**config.mk**
```make
export PLATFORM = sky130hd
export DESIGN_NAME = camera_word_packer_flat
export DESIGN_NICKNAME = d
export VERILOG_FILES = /design/src/rtl/camera_word_packer_if.sv /design/src/rtl/camera_word_packer.sv /design/src/flat_wrapper.sv
export SDC_FILE = /design/constraint.sdc
export NUM_CORES = 1
export LEC_CHECK = 0
export BUFFER_PORTS_ARGS = -buffer_cell sky130_fd_sc_hd__buf_2
export CAP_MARGIN = 20
export CORE_MARGIN = 4
export CORE_UTILIZATION = 55
export DETAILED_ROUTE_END_ITERATION = 7
export PLACE_DENSITY = 0.89
export REMOVE_ABC_BUFFERS = 1
export SETUP_SLACK_MARGIN = 0.15
export SKIP_LAST_GASP = 1
export SYNTH_ARGS = -nofsm -noshare
export SYNTH_HDL_FRONTEND = slang
export SYNTH_SLANG_ARGS = --single-unit
```
**constraint.sdc**
```tcl
create_clock -name clk_clk -period 3.6 [get_ports clk_clk]
set_input_delay 0 -clock clk_clk [delete_from_list [all_inputs] [get_ports clk_clk]]
set_output_delay 0 -clock clk_clk [all_outputs]
set_load 0.05 [all_outputs]
```
**src/rtl/camera_word_packer_if.sv**
```systemverilog
// Bundle of the camera byte stream, the Nios-facing group words and the group handshake.
//   cam_vsync, cam_href, cam_byte_valid, cam_byte : raw camera byte stream
//   group_ack, ovf_clr                            : Nios read acknowledge / overflow clear
//   camera_word_0..9                              : RGB555 pixels of the published group
//   group_valid, frame_start, overflow            : group status, frame pulse, sticky drop flag
//   group_count                                   : number of groups published (wrapping)
// master: the packer (producer of the words); slave: the consumer side.
interface camera_word_packer_if #(
  parameter int unsigned CNT_W = 16
);
  logic             cam_vsync;
  logic             cam_href;
  logic             cam_byte_valid;
  logic [7:0]       cam_byte;
  logic             group_ack;
  logic             ovf_clr;
  logic [14:0]      camera_word_0;
  logic [14:0]      camera_word_1;
  logic [14:0]      camera_word_2;
  logic [14:0]      camera_word_3;
  logic [14:0]      camera_word_4;
  logic [14:0]      camera_word_5;
  logic [14:0]      camera_word_6;
  logic [14:0]      camera_word_7;
  logic [14:0]      camera_word_8;
  logic [14:0]      camera_word_9;
  logic             group_valid;
  logic             frame_start;
  logic             overflow;
  logic [CNT_W-1:0] group_count;

  modport master (
    input  cam_vsync, cam_href, cam_byte_valid, cam_byte, group_ack, ovf_clr,
    output camera_word_0, camera_word_1, camera_word_2, camera_word_3, camera_word_4,
           camera_word_5, camera_word_6, camera_word_7, camera_word_8, camera_word_9,
           group_valid, frame_start, overflow, group_count
  );

  modport slave (
    output cam_vsync, cam_href, cam_byte_valid, cam_byte, group_ack, ovf_clr,
    input  camera_word_0, camera_word_1, camera_word_2, camera_word_3, camera_word_4,
           camera_word_5, camera_word_6, camera_word_7, camera_word_8, camera_word_9,
           group_valid, frame_start, overflow, group_count
  );
endinterface

```
**src/rtl/camera_word_packer.sv**
```systemverilog
// Packs the 8-bit RGB565 camera byte stream into RGB555 pixels, collects groups of ten and
// publishes each group atomically to ten output words with a valid/ack handshake.
//   clk_clk     : system clock, rising edge
//   reset_reset : synchronous active-high reset
//   bus         : camera_word_packer_if master (byte stream in, group words/status out)
module camera_word_packer #(
  parameter bit          HI_FIRST = 1'b1,
  parameter int unsigned CNT_W    = 16
) (
  input  logic                  clk_clk,
  input  logic                  reset_reset,
  camera_word_packer_if.master  bus
);

  typedef enum logic [1:0] {StHi, StLo, StFull} state_e;

  state_e           state_q, state_d;
  logic [3:0]       idx_q, idx_d;
  logic [7:0]       first_q, first_d;
  logic [14:0]      shadow_q [10];
  logic [14:0]      shadow_d [10];
  logic [14:0]      word_q   [10];
  logic [14:0]      word_d   [10];
  logic             valid_q, valid_d;
  logic [CNT_W-1:0] count_q, count_d;
  logic             ovf_q, ovf_d;
  logic             fs_q, fs_d;
  logic             vsync_q;

  logic        qualified;
  logic        accept;
  logic        buf_free;
  logic        publish;
  logic [15:0] pix565;
  logic [14:0] pix555;

  assign qualified = bus.cam_byte_valid & bus.cam_href & ~bus.cam_vsync;
  assign accept    = qualified & (state_q != StFull);
  assign buf_free  = ~valid_q | bus.group_ack;
  assign pix565    = HI_FIRST ? {first_q, bus.cam_byte} : {bus.cam_byte, first_q};
  // Green LSB is dropped to fit 5:5:5.
  assign pix555    = {pix565[15:11], pix565[10:6], pix565[4:0]};

  always_comb begin
    state_d  = state_q;
    idx_d    = idx_q;
    first_d  = first_q;
    shadow_d = shadow_q;
    word_d   = word_q;
    valid_d  = valid_q;
    count_d  = count_q;
    ovf_d    = ovf_q;
    publish  = 1'b0;
    fs_d     = vsync_q & ~bus.cam_vsync;

    case (state_q)
      StHi: begin
        if (bus.cam_vsync) begin
          idx_d = 4'd0;
        end else if (accept) begin
          first_d = bus.cam_byte;
          state_d = StLo;
        end
      end
      StLo: begin
        if (bus.cam_vsync) begin
          idx_d   = 4'd0;
          state_d = StHi;
        end else if (!bus.cam_href) begin
          // Half pixel lost at end of line; idx kept so groups span lines.
          state_d = StHi;
        end else if (accept) begin
          state_d = StHi;
          if (idx_q < 4'd9) begin
            shadow_d[idx_q] = pix555;
            idx_d           = idx_q + 4'd1;
          end else if (buf_free) begin
            word_d    = shadow_q;
            word_d[9] = pix555;
            publish   = 1'b1;
            idx_d     = 4'd0;
          end else begin
            shadow_d[9] = pix555;
            state_d     = StFull;
          end
        end
      end
      StFull: begin
        if (qualified) begin
          ovf_d = 1'b1;
        end
        // valid_q is always set here, so an ack frees the buffer.
        if (bus.group_ack) begin
          word_d  = shadow_q;
          publish = 1'b1;
          idx_d   = 4'd0;
          state_d = StHi;
        end
      end
      default: state_d = StHi;
    endcase

    if (publish) begin
      valid_d = 1'b1;
      count_d = count_q + 1'b1;
    end else if (bus.group_ack) begin
      valid_d = 1'b0;
    end

    // Set wins over a simultaneous clear.
    if (bus.ovf_clr && !(state_q == StFull && qualified)) begin
      ovf_d = 1'b0;
    end
  end

  always_ff @(posedge clk_clk) begin
    if (reset_reset) begin
      state_q <= StHi;
      idx_q   <= 4'd0;
      first_q <= 8'd0;
      for (int i = 0; i < 10; i++) begin
        shadow_q[i] <= 15'd0;
        word_q[i]   <= 15'd0;
      end
      valid_q <= 1'b0;
      count_q <= '0;
      ovf_q   <= 1'b0;
      fs_q    <= 1'b0;
      vsync_q <= 1'b1;
    end else begin
      state_q  <= state_d;
      idx_q    <= idx_d;
      first_q  <= first_d;
      shadow_q <= shadow_d;
      word_q   <= word_d;
      valid_q  <= valid_d;
      count_q  <= count_d;
      ovf_q    <= ovf_d;
      fs_q     <= fs_d;
      vsync_q  <= bus.cam_vsync;
    end
  end

  assign bus.camera_word_0 = word_q[0];
  assign bus.camera_word_1 = word_q[1];
  assign bus.camera_word_2 = word_q[2];
  assign bus.camera_word_3 = word_q[3];
  assign bus.camera_word_4 = word_q[4];
  assign bus.camera_word_5 = word_q[5];
  assign bus.camera_word_6 = word_q[6];
  assign bus.camera_word_7 = word_q[7];
  assign bus.camera_word_8 = word_q[8];
  assign bus.camera_word_9 = word_q[9];
  assign bus.group_valid   = valid_q;
  assign bus.frame_start   = fs_q;
  assign bus.overflow      = ovf_q;
  assign bus.group_count   = count_q;

endmodule

```
**src/flat_wrapper.sv**
```systemverilog
// flat-port wrapper written by rule: the top's interface ports become plain ports
module camera_word_packer_flat 
#(
  parameter bit          HI_FIRST = 1'b1,
  parameter int unsigned CNT_W    = 16
)
  (clk_clk, reset_reset, bus_cam_vsync, bus_cam_href, bus_cam_byte_valid, bus_cam_byte, bus_group_ack, bus_ovf_clr, bus_camera_word_0, bus_camera_word_1, bus_camera_word_2, bus_camera_word_3, bus_camera_word_4, bus_camera_word_5, bus_camera_word_6, bus_camera_word_7, bus_camera_word_8, bus_camera_word_9, bus_group_valid, bus_frame_start, bus_overflow, bus_group_count);
  camera_word_packer_if #(.CNT_W(CNT_W)) bus_i ();
  input  logic clk_clk;
  input  logic reset_reset;
  input wire logic [$bits(bus_i.cam_vsync)-1:0] bus_cam_vsync;
  input wire logic [$bits(bus_i.cam_href)-1:0] bus_cam_href;
  input wire logic [$bits(bus_i.cam_byte_valid)-1:0] bus_cam_byte_valid;
  input wire logic [$bits(bus_i.cam_byte)-1:0] bus_cam_byte;
  input wire logic [$bits(bus_i.group_ack)-1:0] bus_group_ack;
  input wire logic [$bits(bus_i.ovf_clr)-1:0] bus_ovf_clr;
  output wire logic [$bits(bus_i.camera_word_0)-1:0] bus_camera_word_0;
  output wire logic [$bits(bus_i.camera_word_1)-1:0] bus_camera_word_1;
  output wire logic [$bits(bus_i.camera_word_2)-1:0] bus_camera_word_2;
  output wire logic [$bits(bus_i.camera_word_3)-1:0] bus_camera_word_3;
  output wire logic [$bits(bus_i.camera_word_4)-1:0] bus_camera_word_4;
  output wire logic [$bits(bus_i.camera_word_5)-1:0] bus_camera_word_5;
  output wire logic [$bits(bus_i.camera_word_6)-1:0] bus_camera_word_6;
  output wire logic [$bits(bus_i.camera_word_7)-1:0] bus_camera_word_7;
  output wire logic [$bits(bus_i.camera_word_8)-1:0] bus_camera_word_8;
  output wire logic [$bits(bus_i.camera_word_9)-1:0] bus_camera_word_9;
  output wire logic [$bits(bus_i.group_valid)-1:0] bus_group_valid;
  output wire logic [$bits(bus_i.frame_start)-1:0] bus_frame_start;
  output wire logic [$bits(bus_i.overflow)-1:0] bus_overflow;
  output wire logic [$bits(bus_i.group_count)-1:0] bus_group_count;
  assign bus_i.cam_vsync = bus_cam_vsync;
  assign bus_i.cam_href = bus_cam_href;
  assign bus_i.cam_byte_valid = bus_cam_byte_valid;
  assign bus_i.cam_byte = bus_cam_byte;
  assign bus_i.group_ack = bus_group_ack;
  assign bus_i.ovf_clr = bus_ovf_clr;
  assign bus_camera_word_0 = bus_i.camera_word_0;
  assign bus_camera_word_1 = bus_i.camera_word_1;
  assign bus_camera_word_2 = bus_i.camera_word_2;
  assign bus_camera_word_3 = bus_i.camera_word_3;
  assign bus_camera_word_4 = bus_i.camera_word_4;
  assign bus_camera_word_5 = bus_i.camera_word_5;
  assign bus_camera_word_6 = bus_i.camera_word_6;
  assign bus_camera_word_7 = bus_i.camera_word_7;
  assign bus_camera_word_8 = bus_i.camera_word_8;
  assign bus_camera_word_9 = bus_i.camera_word_9;
  assign bus_group_valid = bus_i.group_valid;
  assign bus_frame_start = bus_i.frame_start;
  assign bus_overflow = bus_i.overflow;
  assign bus_group_count = bus_i.group_count;
  camera_word_packer #(.HI_FIRST(HI_FIRST), .CNT_W(CNT_W)) u_core (.clk_clk(clk_clk), .reset_reset(reset_reset), .bus(bus_i));
endmodule
```
==> out/metrics.yaml, run 1 <==
cts:
  cts_max_level: 2
  clockBufferDepth: 3
  cts-root-buf: "clkbuf_16"
  cts.clk_slew.worst_paths_ps: 70
  cts_sinks: 334
  tritoncts: "yes"
  cts_made_buffers: 35
  insertion_delay_ps: 500
detailed_routing:
  wirelength_mm: 32.46
  num_vias: 10613
  postRouteAntennaNets: 0
  drc_errors: 0
  wl_per_cell_microns: 16.39
  drt_iter0_markers: 685
  first_pass_iters: 5
  viasPerCell: 5.357
logic_synthesis:
  synth-edff-count: 0
  yosys.area_share.simple_pct: 24.27
  synth_seq_cells: 334
  synth_xor_area_share_pct: 0.06408
  synth_cell_types: 42
  synth_area_leaders: "dfxtp_1 49%, mux2i_1 13%, nand2b_1 13%"
  synth_compound_area_share_pct: 8.047
  synthMuxAreaShare_pct: 13.49
  syn_area_per_cell_sq_um: 9.058
  netlist_instances: 1509
  yosysWarnings: 0
  syn_area_sq_mm: 0.01367
  ys_async_sr_fraction_pct: 0
  ys.flop_type: "dfxtp_1"
  synthAdderAreaFrac_pct: 0.8239
  yosys.area.top_type: "dfxtp_1"
  yosys.area.top_type_share_pct: 48.92
  synth_top_family_by_area: "simple AND/OR/NAND/NOR gates"
  yosysSeqAreaShare_pct: 48.92
die:
  die_h_microns: 165.6
  row_count: 57
  start_util_pct: 56.04
  core_sq_mm: 0.02439
  die_w_microns: 165.6
  ioPinCount: 184
  dieArea_sq_mm: 0.02744
final_layout:
  layout-drive-gt1-share_pct: 15.82
  finalNonFillerCells: 1981
  syn2layout_area_growth_pct: 15.91
  mostFrequentLayoutCell: "dfxtp_1"
  nets: 1655
  mostFrequentLayoutCells: "334 x dfxtp_1, 275 x nand2b_1, 263 x nand2_1"
  fillers: 1951
global_route:
  grt_overflow: 0
  grt_max_degree: 187
  first_global_vias: 10335
  antenna_found_initial: 1
  grt_use_total_pct: 22.76
  grt_pass1_wl_mm: 52.58
power_and_ir_drop:
  leakage_nw: 6.566
  total_power_mw: 7.444
  worst_ir_drop_vdd_v: 0.0003020
  p_per_area_mw_per_mm2: 469.9
timing:
  finalClockSkew_ps: 13.87
  setup_viol: 0
  rsz0062_at_grt: "false"
  min_period_ps: 2886
  fin_crit_sh_pct: 80.15
  setup_tns_ps: 0
  hold_violations: 0
  holdWs_ps: 47.71
  worst_slack_ps: 714.5
  worst-slew-pin-transition_ps: 959.0
  slew_viol_final: 0
  slew_headroom_pct: 36.06
  fmax_mhz: 346.6
critical_path:
  cp-end-kind: "flop"
  critPathMaxStageDelay_ps: 680
  r2r_start: "u_core.state_q[0]"
  worstPathCellList: "inv_1, ha_1, buf_4, nand4bb_1, nor4b_4, and2_0, nand2_1, a21oi_1"
  slowest_stage: "and2_0"
  startpoint_type: "flop"
  critPathKind: "reg -> reg"
  arrival_ps: 3290
  crit_family: "simple AND/OR/NAND/NOR gates"
  critPathBufInv: 2
  crit_start: "u_core.state_q[0]"
  crit_fanout: 20
  required_ps: 4010
placed_design:
  port_buffers: 183
  place_ws_ps: 799.8
  dp_hpwl_mm: 20.31
  placed_cells: 1905
  gp_congestion: 0.8460
outcome:
  outcome: "finished clean"
flow_run:
  cap_violations: 0
min_path:
  worstHoldStart: "bus_cam_byte_valid"
  min-delay-path-class: "in -> reg"
-- state kept, by name (all words and copies together) (netlist names) --
signal / count
u_core.bus.camera_word_8: 15
u_core.bus.camera_word_7: 15
u_core.bus.frame_start: 1
u_core.bus.overflow: 1
u_core.bus.camera_word_6: 15
u_core.bus.camera_word_3: 15
u_core.bus.camera_word_5: 15
u_core.first_q: 8
u_core.bus.camera_word_1: 15
u_core.bus.camera_word_0: 15
u_core.state_q: 2
u_core.shadow_q: 150
u_core.bus.camera_word_9: 15
u_core.bus.group_count: 16
u_core.bus.camera_word_4: 15
u_core.bus.group_valid: 1
u_core.vsync_q: 1
u_core.idx_q: 4
u_core.bus.camera_word_2: 15
-- final cells by class --
| type | count | area [sq um] | share of cell area (%) |
|---|---|---|---|
| well taps | 324 | 405.4 | 2.559 |
| clock buffers | 51 | 1018 | 6.429 |
| diodes | 1 | 2.502 | 0.01580 |
| multi-input cells | 1043 | 6402 | 40.41 |
| repair buffers | 208 | 1197 | 7.558 |
| clock inverters | 11 | 96.34 | 0.6081 |
| flip-flops and latches | 334 | 6686 | 42.20 |
| inverters | 9 | 33.78 | 0.2132 |
-- final timing paths --
check / endpoint / slack [ps] / cells past startpoint
worst max-delay path: u_core.shadow_q[130] / 710 / 8
worst min-delay path: u_core.state_q[0] / 50 / 3
worst max register to register: u_core.shadow_q[130] / 710 / 8
worst min register to register: u_core.bus.frame_start / 410 / 2
-- cells in the mapped netlist, types with 4 or more instances --
cell type	instances
nor2b_1	4
nand2_1	264
nand3_1	20
buf_2	23
nand4_1	4
o21ai_0	15
and2_0	6
inv_1	9
o31ai_1	4
and3_1	4
a211oi_1	11
or3_1	12
dfxtp_1	334
nand2b_1	275
a211oi_2	5
mux2i_1	182
ha_1	9
and2_1	4
nor2_1	37
clkbuf_1	81
a21oi_1	162
buf_4	14
-- metrics by stage --
| stage | utilization, % | cell area (sq um) |
|---|---|---|
| 2_1_floorplan | - | 13100 |
| 3_5_place_dp | 59.83 | 14590 |
| 4_1_cts | 64.90 | 15830 |
| 5_1_grt | 64.94 | 15840 |
| 6_report | 64.95 | 15840 |
| 3_3_place_gp | 59.83 | 14590 |
-- per-layer routing --
metal  up-vias  track usage [%]  routed length, microns
met3        78            5.744                    2111
li1       5214                -                       -
met1      5002            28.11                   13710
met2       317            39.08                   15740
met4         2            7.461                     891
met5         -                0                       7
-- timing repair --
action,CTS,global route
hold endpoints to repair,64,0
hold buffers,12,0
resized for setup,0,0
setup endpoints to repair,0,0
setup buffers,0,0
-- cell families after synthesis --
| group | Yosys count |
|---|---|
| AND/OR/NAND/NOR | 647 |
| flip-flops | 334 |
| AO/OA/AOI/OAI | 202 |
| multiplexers | 184 |
| buffers and inverters | 132 |
| adder cells (fa/ha/maj) | 9 |
| XOR/XNOR | 1 |
-- where the power goes --
part / internal [mW] / switching, mW
clock: 2.05 / 1.42
combinational: 0.0981 / 0.154
sequential: 3.70 / 0.0207
total: 5.85 / 1.60
-- tightest hold or removal path, delay by kind of cell --
kind                   cells  cell delay [ps]
and+or+nand+nor            1              240
AOI/OAI and AO/OA          1              130
buffers and inverters      1              130
(Power assumes the default switching activity.)
==> run 2: changes to the inputs <==
Settings changed: CORE_UTILIZATION 55 to 52, PLACE_DENSITY 0.89 to 0.88.
Clock period 3.6 ns to 2.5 ns, I/O delays scaled along.
==> run 2 against run 1 <==
Flip-flop and latch count stayed put. Final area grew 1.7%. Wire length increased by 4.4%. Register-to-register slack lost 490 ps. First-iteration DRC count fell by 13%. Final cell count grew 1.7%. Combinational power grew 56%. Largest cell class unchanged. Largest power group unchanged. Highest routed layer is now met4.
==> out/metrics.yaml, run 2 (synthesized netlist as in run 1, its figures left out) <==
flow_run:
  cap_violations: 0  # unchanged
cts:
  cts_made_buffers: 35  # unchanged
  cts_sinks: 334  # unchanged
  insertion_delay_ps: 500  # about the same
  cts-root-buf: "clkbuf_16"  # unchanged
  tritoncts: "yes"  # unchanged
  cts.clk_slew.worst_paths_ps: 60  # was 70 ps
  clockBufferDepth: 3  # unchanged
  cts_max_level: 2  # unchanged
die:
  ioPinCount: 184  # unchanged
  dieArea_sq_mm: 0.02894  # was 0.02744 sq mm
  die_w_microns: 170.1  # was 165.6 microns
  row_count: 59  # was 57
  start_util_pct: 52.60  # was 56.04%
  core_sq_mm: 0.02598  # was 0.02439 sq mm
  die_h_microns: 170.1  # was 165.6 microns
detailed_routing:
  drc_errors: 0  # unchanged
  num_vias: 10699  # was 10613
  viasPerCell: 5.312  # was 5.357
  wl_per_cell_microns: 16.83  # was 16.39 microns
  first_pass_iters: 5  # unchanged
  wirelength_mm: 33.89  # was 32.46 mm
  postRouteAntennaNets: 0  # unchanged
  drt_iter0_markers: 595  # was 685
power_and_ir_drop:
  p_sw_mw: 2.284  # was 1.596 mW
  clkPwrFrac_pct: 46.8  # was 46.6%
  p_int_mw: 8.525  # was 5.848 mW
  switching_share_pct: 21.13  # was 21.44%
  p_per_area_mw_per_mm2: 670.7  # was 469.9 mW/mm^2
  leakage_nw: 6.725  # was 6.566 nW
  worst_ir_drop_vdd_v: 0.0004469  # was 0.0003020 V
  combPwrFrac_pct: 3.6  # was 3.4%
  pwr-share-seq_pct: 49.6  # was 50.0%
  total_power_mw: 10.81  # was 7.444 mW
placed_design:
  dp_hpwl_mm: 21.46  # was 20.31 mm
  placed_cells: 1941  # was 1905
  gp_congestion: 0.8268  # was 0.8460
  port_buffers: 183  # unchanged
critical_path:
  critPathMaxStageDelay_ps: 510  # was 680 ps
  cp-end-kind: "flop"  # unchanged
  arrival_ps: 2700  # was 3290 ps
  crit_fanout: 25  # was 20
  slowest_stage: "or4_1"  # was and2_0
  crit_family: "simple AND/OR/NAND/NOR gates"  # unchanged
  critPathBufInv: 2  # unchanged
  required_ps: 2920  # was 4010 ps
  worstPathCellList: "inv_1, ha_1, and4bb_1, and3_2, a31oi_2, buf_6, or4_1, a21oi_1"  # was inv_1, ha_1, buf_4, nand4bb_1, nor4b_4, and2_0, nand2_1, a21oi_1
  cp.depth: 8  # unchanged
  r2r_cells: 8  # unchanged
  critPathKind: "reg -> reg"  # unchanged
  startpoint_type: "flop"  # unchanged
timing:
  min_period_ps: 2280  # was 2886 ps
  finalClockSkew_ps: 12.75  # was 13.87 ps
  setup_viol: 0  # unchanged
  rsz0062_at_grt: "true"  # was false
  setup_tns_ps: 0  # unchanged
  slew_headroom_pct: 40.75  # was 36.06%
  fin_crit_sh_pct: 91.22  # was 80.15%
  fmax_mhz: 438.5  # was 346.6 MHz
  slew_viol_final: 0  # unchanged
  hold_violations: 0  # unchanged
  worst-slew-pin-transition_ps: 888.8  # was 959.0 ps
final_layout:
  largest_reg_flops: 150  # unchanged
  finalNonFillerCells: 2014  # was 1981
  mostFrequentLayoutCell: "dfxtp_1"  # unchanged
  syn2layout_area_growth_pct: 17.90  # was 15.91%
  max_flop_register: "u_core.shadow_q"  # unchanged
  antennaDiodeCount: 0  # was 1
  layout-drive-gt1-share_pct: 17.51  # was 15.82%
  mostFrequentLayoutCells: "333 x dfxtp_1, 275 x nand2b_1, 259 x nand2_1"  # was 334 x dfxtp_1, 275 x nand2b_1, 263 x nand2_1
  nets: 1681  # was 1655
outcome:
  outcome: "finished clean"  # unchanged
global_route:
  antenna_found_initial: 0  # was 1
  grt_pass1_wl_mm: 53.54  # was 52.58 mm
  grt_max_degree: 154  # was 187
  grt_overflow: 0  # unchanged
  first_global_vias: 10403  # was 10335
  grt_use_total_pct: 22.63  # was 22.76%
min_path:
  min-delay-path-class: "in -> reg"  # unchanged
  min_path_cells: 2  # was 3
run 2: changes by cell type in the layout (fill, tap and decap cells not counted), moves of 3 or more:
cell      change
clkbuf_8      +4
nand2_1       -4
nand2_2       +4
clkinv_2      -3
buf_4        +23
run 2: routing by layer:
layer	vias to the layer above	track usage, %	routed length [microns]
li1	5251	-	-
met1	5058	28.67	14500
met5	-	0	0
met3	75	5.110	2221
met4	0	7.500	1063
met2	315	38.34	16110
run 2: final cells by class:
type / instances / area [sq um]
clock buffer: 54 / 1070
clock inverter: 5 / 50.05
multi-input combinational: 1043 / 6419
inverter: 9 / 33.78
tap: 335 / 419.2
sequential: 334 / 6688
timing repair buffer: 234 / 1435
fill: 2116 / 9871
run 2: metrics by stage:
step	area, sq um	utilization, %	setup slack (ps)	hold WS, ps
2_1_floorplan	13100	-	-3396	64.65
3_3_place_gp	14820	57.03	259.7	260.3
3_5_place_dp	14820	57.03	121.8	273.1
4_1_cts	16060	61.81	119.6	45.74
5_1_grt	16110	62.01	111.4	88.19
6_report	16110	62.01	219.6	26.78
run 2: power groups by stage:
stage | sequential, mW | clock, mW | combinational, mW
2_1_floorplan | 5.49 | 0 | 0.156
3_3_place_gp | 5.47 | 0 | 0.369
4_1_cts | 5.36 | 5.15 | 0.390
6_report | 5.36 | 5.06 | 0.394
5_1_grt | 5.36 | 5.36 | 0.419
3_5_place_dp | 5.47 | 0 | 0.374
run 2: path summary, 6_finish.rpt:
kind                           from  slack (ps)                          to
setup / recovery  u_core.state_q[0]         220  u_core.bus.group_count[12]
hold / removal          reset_reset          30         u_core.shadow_q[42]
setup reg to reg  u_core.state_q[0]         220  u_core.bus.group_count[12]
hold reg to reg      u_core.vsync_q         420      u_core.bus.frame_start
run 2: what timing repair did:
action | in CTS | in global routing
setup buffers | 0 | 1
gates cloned | 0 | 1
resized for setup | 0 | 10
endpoints found under the hold margin | 67 | 0
pin swaps | 0 | 1
setup endpoints to repair | 11 | 108
hold buffers | 12 | 0
==> run 3: changes to the inputs <==
Settings changed: PLACE_DENSITY 0.88 to 0.78.
==> run 3 against run 2 <==
Combinational power is 1% lower. Hold slack better by 19 ps. Global-route usage is 0.54 points lower. Sequential power hardly changed. Clock skew is 2.2 ps higher. First-iteration DRC count is 8.1% higher.
==> out/metrics.yaml, run 3 (synthesized netlist as in run 1, its figures left out) <==
detailed_routing:
  wl_met1_mm: 14.66  # was 14.50 mm
  wl_met3_mm: 2.161  # was 2.221 mm
  wl_met2_mm: 15.64  # was 16.11 mm
  drc_errors: 0  # unchanged
  num_vias: 10599  # was 10699
  top_layer: "met4"  # unchanged
  first_pass_iters: 5  # unchanged
  viasPerCell: 5.271  # was 5.312
  drt_iter0_markers: 643  # was 595
  wirelength_mm: 33.20  # was 33.89 mm
  postRouteAntennaNets: 0  # unchanged
  wl_per_cell_microns: 16.51  # was 16.83 microns
power_and_ir_drop:
  total_power_mw: 10.97  # was 10.81 mW
  p_per_area_mw_per_mm2: 677.4  # was 670.7 mW/mm^2
  worst_ir_drop_vdd_v: 0.0005600  # was 0.0004469 V
  leakage_nw: 6.742  # was 6.725 nW
global_route:
  grt_max_degree: 114  # was 154
  first_global_vias: 10110  # was 10403
  grt_use_total_pct: 22.09  # was 22.63%
  antenna_found_initial: 0  # unchanged
  grt_pass1_wl_mm: 52.41  # was 53.54 mm
  grt_overflow: 0  # unchanged
outcome:
  outcome: "finished clean"  # unchanged
placed_design:
  dp_hpwl_mm: 20.54  # was 21.46 mm
  place_area_sq_mm: 0.01482  # about the same
  gp_congestion: 0.8659  # was 0.8268
  place_ws_ps: 76.51  # was 121.8 ps
  port_buffers: 183  # unchanged
die:
  core_sq_mm: 0.02598  # unchanged
  die_w_microns: 170.1  # unchanged
  die_h_microns: 170.1  # unchanged
  dieArea_sq_mm: 0.02894  # unchanged
  start_util_pct: 52.60  # unchanged
  ioPinCount: 184  # unchanged
  row_count: 59  # unchanged
final_layout:
  mostFrequentLayoutCells: "334 x dfxtp_1, 275 x nand2b_1, 255 x nand2_1"  # was 333 x dfxtp_1, 275 x nand2b_1, 259 x nand2_1
  antennaDiodeCount: 0  # unchanged
  max_flop_register: "u_core.shadow_q"  # unchanged
  mostFrequentLayoutCell: "dfxtp_1"  # unchanged
  syn2layout_area_growth_pct: 18.53  # was 17.90%
  layout-drive-gt1-share_pct: 17.48  # was 17.51%
  final_core_util_pct: 62.35  # was 62.01%
  postLayoutCellArea_sq_mm: 0.01620  # was 0.01611 sq mm
  nets: 1676  # was 1681
  largest_reg_flops: 150  # unchanged
timing:
  rsz0062_at_grt: "true"  # unchanged
  slew_headroom_pct: 42.88  # was 40.75%
  finalClockSkew_ps: 14.99  # was 12.75 ps
  slew_viol_final: 0  # unchanged
  fin_crit_sh_pct: 90.68  # was 91.22%
  hold_violations: 0  # unchanged
  fmax_mhz: 441.1  # was 438.5 MHz
  min_period_ps: 2267  # was 2280 ps
  setup_viol: 0  # unchanged
  worst-slew-pin-transition_ps: 855.6  # was 888.8 ps
  holdWs_ps: 46.14  # was 26.78 ps
  worst_slack_ps: 233.1  # was 219.6 ps
cts:
  cts_max_level: 2  # unchanged
  clockBufferDepth: 3  # unchanged
  cts_made_buffers: 35  # unchanged
  insertion_delay_ps: 510  # was 500 ps
  cts-root-buf: "clkbuf_16"  # unchanged
  cts.clk_slew.worst_paths_ps: 60  # about the same
  tritoncts: "yes"  # unchanged
  cts_sinks: 334  # unchanged
critical_path:
  critPathMaxStageDelay_ps: 380  # was 510 ps
  critPathKind: "reg -> reg"  # unchanged
  arrival_ps: 2690  # was 2700 ps
  cp-end-kind: "flop"  # unchanged
  worstPathCellList: "inv_1, ha_2, and4bb_2, and3_4, a21bo_1, nand2_4, buf_6, mux2i_1"  # was inv_1, ha_1, and4bb_1, and3_2, a31oi_2, buf_6, or4_1, a21oi_1
  slowest_stage: "buf_6"  # was or4_1
  required_ps: 2920  # about the same
  crit_fanout: 34  # was 25
  startpoint_type: "flop"  # unchanged
min_path:
  min-delay-path-class: "in -> reg"  # unchanged
flow_run:
  cap_violations: 0  # unchanged
==> run 3: cell type report <==
type | instances | area, sq um
Timing Repair Buffer | 229 | 1464
Multi-Input combinational cell | 1043 | 6435
Clock inverter | 11 | 158.9
Inverter | 9 | 33.78
Fill cell | 2182 | 9784
Clock buffer | 50 | 1003
Sequential cell | 334 | 6686
Tap cell | 335 | 419.2
==> run 3: where the power goes <==
group / internal, mW / leakage [nW] / switching [mW]
clock: 3.13 / 0.570 / 2.09
combinational: 0.157 / 3.48 / 0.233
sequential: 5.33 / 2.69 / 0.0299
total: 8.62 / 6.74 / 2.36
==> run 3: what timing repair did <==
action,in CTS,in global routing
pin swaps,1,1
gates resized for setup,4,13
buffers inserted,0,1
cloned,0,1
hold buffers,14,0
endpoints found under the hold margin,85,0
endpoints found under the setup margin,105,263
==> run 3: worst paths after layout <==
| check | startpoint | slack, ps | cells after the start | to |
|---|---|---|---|---|
| worst max-delay path | u_core.state_q[0] | 230 | 8 | u_core.bus.camera_word_3[7] |
| worst max register to register | u_core.state_q[0] | 230 | 8 | u_core.bus.camera_word_3[7] |
| worst min-delay path | bus_cam_byte_valid | 50 | 3 | u_core.state_q[0] |
| worst min register to register | u_core.vsync_q | 420 | 2 | u_core.bus.frame_start |
==> run 3: per-stage QoR <==
step           TNS [ps]  cells
3_3_place_gp          0   1934
5_1_grt               0   2011
4_1_cts               0   2009
2_1_floorplan   -446740   1386
3_5_place_dp          0   1934
6_report              0   2011
==> run 3: worst max-delay path, delay by kind of cell, from the launching register on <==
family	cells	cell delay [ps]
simple gates	3	620
mux	1	250
fa+ha+maj	1	230
flops	1	310
buf+inv	2	480
compound gates	1	240
==> run 3: per-layer routing <==
metal  global-route usage (%)  vias up
met5                        0        -
met4                    5.972        0
met3                    4.646       55
met2                    36.86      313
met1                    29.26     4965
li1                         -     5266
